$ cat src/rtl/input_conditioner.sv
// input_conditioner
// Front-end conditioning for the CPU's Enter key and slide switches.
// Raw pins are brought into the CLK domain through two-flop synchronisers
// and then debounced. Each accepted key press produces one registered
// enter_pulse and takes a snapshot of the debounced switch word. The CPU
// reads that snapshot, so its value cannot change in the middle of a transfer.
//
// Ports
//   CLK          system clock (the only clock in this block)
//   reset        asynchronous reset, active low
//   key_n        raw Enter push button, active low, asynchronous to CLK
//   sw_raw       raw slide switches, asynchronous to CLK
//   enter_pulse  one-cycle strobe per accepted press
//   enter_level  debounced "key held" level
//   sw_stable    debounced switch word
//   sw_captured  sw_stable snapshot taken at each accepted press
//   press_count  accepted presses, modulo 256
//
// Key FSM
//   state      | meaning
//   -----------+--------------------------------------------------
//   IDLE       | key released and debounced
//   DB_PRESS   | key seen pressed, counting stable cycles
//   HELD       | press accepted (pulse issued on entry)
//   DB_RELEASE | key seen released, counting stable cycles
module input_conditioner #(
    parameter int DEBOUNCE_CYCLES = 500000,
    parameter int CNT_WIDTH       = 20,
    parameter int SW_WIDTH        = 10
) (
    input  logic                CLK,
    input  logic                reset,
    input  logic                key_n,
    input  logic [SW_WIDTH-1:0] sw_raw,
    output logic                enter_pulse,
    output logic                enter_level,
    output logic [SW_WIDTH-1:0] sw_stable,
    output logic [SW_WIDTH-1:0] sw_captured,
    output logic [7:0]          press_count
);

    localparam logic [CNT_WIDTH-1:0] CNT_TC  = CNT_WIDTH'(DEBOUNCE_CYCLES - 1);
    localparam logic [CNT_WIDTH-1:0] CNT_ONE = CNT_WIDTH'(1);

    typedef enum logic [1:0] {
        IDLE       = 2'd0,
        DB_PRESS   = 2'd1,
        HELD       = 2'd2,
        DB_RELEASE = 2'd3
    } key_state_t;

    logic                key_s1;
    logic                key_s2;
    logic [SW_WIDTH-1:0] sw_s1;
    logic [SW_WIDTH-1:0] sw_sync;
    logic                key_s;

    key_state_t          key_state;
    logic [CNT_WIDTH-1:0] kcnt;

    logic [SW_WIDTH-1:0] cand;
    logic [CNT_WIDTH-1:0] scnt;

    // Key stages reset to "released" so a button held through reset is
    // seen as a fresh press once reset is removed.
    always_ff @(posedge CLK or negedge reset) begin
        if (!reset) begin
            key_s1  <= 1'b1;
            key_s2  <= 1'b1;
            sw_s1   <= '0;
            sw_sync <= '0;
        end else begin
            key_s1  <= key_n;
            key_s2  <= key_s1;
            sw_s1   <= sw_raw;
            sw_sync <= sw_s1;
        end
    end

    assign key_s = ~key_s2;

    always_ff @(posedge CLK or negedge reset) begin
        if (!reset) begin
            key_state   <= IDLE;
            kcnt        <= '0;
            enter_pulse <= 1'b0;
            enter_level <= 1'b0;
            press_count <= 8'd0;
            sw_captured <= '0;
        end else begin
            enter_pulse <= 1'b0;
            case (key_state)
                IDLE: begin
                    if (key_s) begin
                        key_state <= DB_PRESS;
                        kcnt      <= '0;
                    end
                end
                DB_PRESS: begin
                    if (!key_s) begin
                        key_state <= IDLE;
                    end else if (kcnt == CNT_TC) begin
                        key_state   <= HELD;
                        enter_pulse <= 1'b1;
                        enter_level <= 1'b1;
                        press_count <= press_count + 8'd1;
                        // Non-blocking read gives the pre-edge word, so a
                        // switch update landing on this same edge is excluded.
                        sw_captured <= sw_stable;
                    end else begin
                        kcnt <= kcnt + CNT_ONE;
                    end
                end
                HELD: begin
                    if (!key_s) begin
                        key_state <= DB_RELEASE;
                        kcnt      <= '0;
                    end
                end
                DB_RELEASE: begin
                    if (key_s) begin
                        key_state <= HELD;
                    end else if (kcnt == CNT_TC) begin
                        key_state   <= IDLE;
                        enter_level <= 1'b0;
                    end else begin
                        kcnt <= kcnt + CNT_ONE;
                    end
                end
                default: begin
                    key_state <= IDLE;
                end
            endcase
        end
    end

    // One window for the whole switch word: any bit moving restarts it.
    always_ff @(posedge CLK or negedge reset) begin
        if (!reset) begin
            cand      <= '0;
            scnt      <= '0;
            sw_stable <= '0;
        end else if (sw_sync != cand) begin
            cand <= sw_sync;
            scnt <= '0;
        end else if (cand != sw_stable) begin
            if (scnt == CNT_TC) begin
                sw_stable <= cand;
            end else begin
                scnt <= scnt + CNT_ONE;
            end
        end
    end

endmodule

$ cat config.mk
export PLATFORM = sky130hd
export DESIGN_NAME = input_conditioner
export DESIGN_NICKNAME = d
export VERILOG_FILES = /design/src/rtl/input_conditioner.sv
export SDC_FILE = /design/constraint.sdc
export NUM_CORES = 1
export LEC_CHECK = 0
export ABC_AREA = 0
export CAP_MARGIN = 20
export CORE_UTILIZATION = 25
export DETAILED_ROUTE_END_ITERATION = 12
export PLACE_DENSITY = 0.44
export SLEW_MARGIN = 30
export SYNTH_ARGS = -nofsm -noshare
export SYNTH_HDL_FRONTEND = slang
export SYNTH_SLANG_ARGS = --single-unit
$ cat constraint.sdc
create_clock -name CLK -period 4.2 [get_ports CLK]
set_input_delay 0.84 -clock CLK [delete_from_list [all_inputs] [get_ports CLK]]
set_output_delay 0.84 -clock CLK [all_outputs]
set_load 0.01 [all_outputs]
==> results_dict.tcl <==
set metrics [dict create \
    powerDensity_nw_per_um2 346 \
    syn2layout_area_growth_pct 19.2 \
    intPower_mw 1.48 \
    finalClockSkew_ns 0.00988 \
    vdd_drop_max_mv 0.177 \
    async_reset_ff_share_pct 100 \
    crit_path_end_kind "flip-flop" \
    layout_min_cycle_time_ns 2.64 \
    synth.largest_area_cell "dfrtp_1" \
    drt_iter0_drc 175 \
    hp-class "flip-flop to flip-flop" \
    syn-num-nets 430 \
    swShare_pct 24.4 \
    synthDominantCellAreaShare_pct 53.8 \
    yosysSeqAreaShare_pct 54.9 \
    hpwl_um 6750 \
    fill_cells 1914 \
    antenna_found_initial 0 \
    synth-seq-cells 104 \
    relSlewSlack_pct 40.8 \
    post_drt_wl_per_cell_um 14.8 \
    num_io_pins 43 \
    die_x_um 140 \
    synth_cell_types 49 \
    synth_warnings 0 \
    ctsHoldBuffers 0 \
    tightestPinTransition_ns 0.885 \
    final_layout_size_suffix_gt1_share_pct 13.6 \
    vias 3297 \
    total_leakage_power_nw 2.37 \
    dp.cells 664 \
    synthCells 414 \
    dr.pass1.iters 4 \
    overflow 0 \
    design.die.area_um2 19500 \
    clkPwrFrac_pct 42.2 \
    clock-sinks 104 \
    final_antenna_net_count 0 \
    die_y_um 140 \
    avgSynthCellArea_um2 11.5 \
    clockBufferDepth 2 \
    cts_tree "done" \
    rsz0062_at_grt "false" \
    drc_errors 0 \
    start_kind "flip-flop" \
    synth_edf_count 0 \
    insertedDiodeCount 0 \
    cts_buffers 9 \
    p_sw_uw 477 \
    cap_violations 0 \
    synthesis.area_um2 4740 \
    final_cell_mix "dfrtp_1 (102), clkdlybuf4s50_1 (41), nand2_1 (28)" \
    numPortBuffers 42 \
    core-area_um2 18600 \
    fin_setup_tns_ns 0 \
    synth_area_leaders "dfrtp_1 (54%), mux2_2 (6.4%), a22o_1 (3.0%)" \
    arrival_ns 2.89 \
    gp_congestion 0.744 \
    rows 50 \
    grt_max_degree 70 \
    clk_pin_slew_ns 0.08 \
    viasPerCell 4.84 \
    cp.required_ns 4.44 \
    routed_wl_um 10100 \
    clock-root-buffer "clkbuf_16" \
    first_global_vias 3295 \
    grt_use_total_pct 11.2 \
    initial_core_util_pct 25.4 \
    clkLatencyLatePin_ns 0.36 \
    slew_viol_final 0 \
    whs_ns 0.349 \
    cts_setup_buffers 0 \
    worstPathMaxFanout 16 \
    h-tree-depth 3 \
    grt_pass1_wl_um 17100 \
    combPwrFrac_pct 4.2 \
    setup_viol 0 \
    max_freq_mhz 378 \
    pwr-share-seq_pct 53.6 \
    hold_viol_final 0 \
    status "completed" \
    fin_nets 458 \
    cts-resized-gates 0 \
    fin_crit_sh_pct 63.0 \
    ys.flop_type "dfrtp_1" \
    final_cells 681 \
    mostFrequentLayoutCell "dfrtp_1" \
    criticalPathCategory "flip-flop to flip-flop" \
]
layer usage:
metal	GRT usage (%)	share of wire (%)	vias to the layer above
li1	-	-	1589
met1	15.3	51	1653
met2	16.6	44	44
met3	3.13	3.3	11
met4	4.05	1.5	0
met5	0	0	-
logic make-up after synthesis:
| logic type | after synthesis | share of synthesized area [%] |
|---|---|---|
| muxes | 29 | 6.83 |
| and+or+nand+nor | 131 | 16.8 |
| xor gates and xnor gates | 29 | 5.51 |
| adders and majority gates | 3 | 0.791 |
| DFF | 104 | 54.9 |
| buffers and inverters | 34 | 3.35 |
| AOI/OAI and AO/OA | 84 | 11.8 |
final timing paths:
kind | start | end | slack, ns | cells past startpoint
setup reg to reg | scnt[0] | sw_stable[2] | 1.56 | 6
max in group asynchronous | reset | key_s1 | 2.91 | 2
hold / removal | sw_s1[8] | sw_sync[8] | 0.35 | 0
min in group asynchronous | reset | scnt[19] | 0.47 | 1
hold reg to reg | sw_s1[8] | sw_sync[8] | 0.35 | 0
setup / recovery | scnt[0] | sw_stable[2] | 1.56 | 6
through the flow:
| stage | total power [mW] | utilization (%) | area [µm²] | setup slack [ns] |
|---|---|---|---|---|
| global placement | 1.15 | 28.7 | 5350 | 1.69 |
| global route | 2.05 | 30.3 | 5650 | 1.34 |
| floorplan | 1.11 | - | 4740 | 2.23 |
| CTS | 2.00 | 30.2 | 5640 | 1.57 |
| detailed placement | 1.15 | 28.7 | 5350 | 1.60 |
| finish | 1.96 | 30.3 | 5650 | 1.56 |
synth_stat cells (10+ instances only):
cell      count
dfrtp_1     102
nand2_1      28
mux2_2       27
clkbuf_1     22
o21ai_0      21
a21oi_1      20
nand3_1      17
a22o_1       16
xnor2_1      15
or4_1        13
xor2_1       13
nand4_1      12
nor2_1       12
o31ai_1      10
critical path, cell delays in order, from the launching register on:
cell and delay, ns:
dfrtp_1 0.40, ha_1 0.20, and4_1 0.32, nand2_1 0.12, nor2_1 0.70, nand3_2 0.40, mux2_2 0.38
area by class of cell:
cell class	count	area (µm²)	share of cell area, %
clock inverters	6	56.3	0.996
well taps	234	293	5.18
inverters	3	11.3	0.199
repair buffers	48	470	8.32
flip-flops and latches	104	2610	46.1
clock buffers	10	229	4.05
multi-input cells	276	1990	35.2
power by group through the flow:
| stage | clock (mW) | sequential [mW] | combinational [mW] |
|---|---|---|---|
| after floorplan | 0 | 1.06 | 0.0442 |
| after global placement | 0 | 1.07 | 0.0840 |
| after detailed placement | 0 | 1.07 | 0.0850 |
| after CTS | 0.867 | 1.05 | 0.0855 |
| after global routing | 0.902 | 1.05 | 0.0943 |
| final | 0.825 | 1.05 | 0.0822 |
state kept, by name, indices dropped and copies added (netlist names), named ones only:
register,cells
sw_s1,10
scnt,20
cand,10
key_state,1
sw_stable,10
sw_sync,10
enter_level,1
key_s2,1
press_count,8
enter_pulse,1
sw_captured,10
key_s1,1
kcnt,20
No activity file was read; power rests on OpenSTA's default activity.
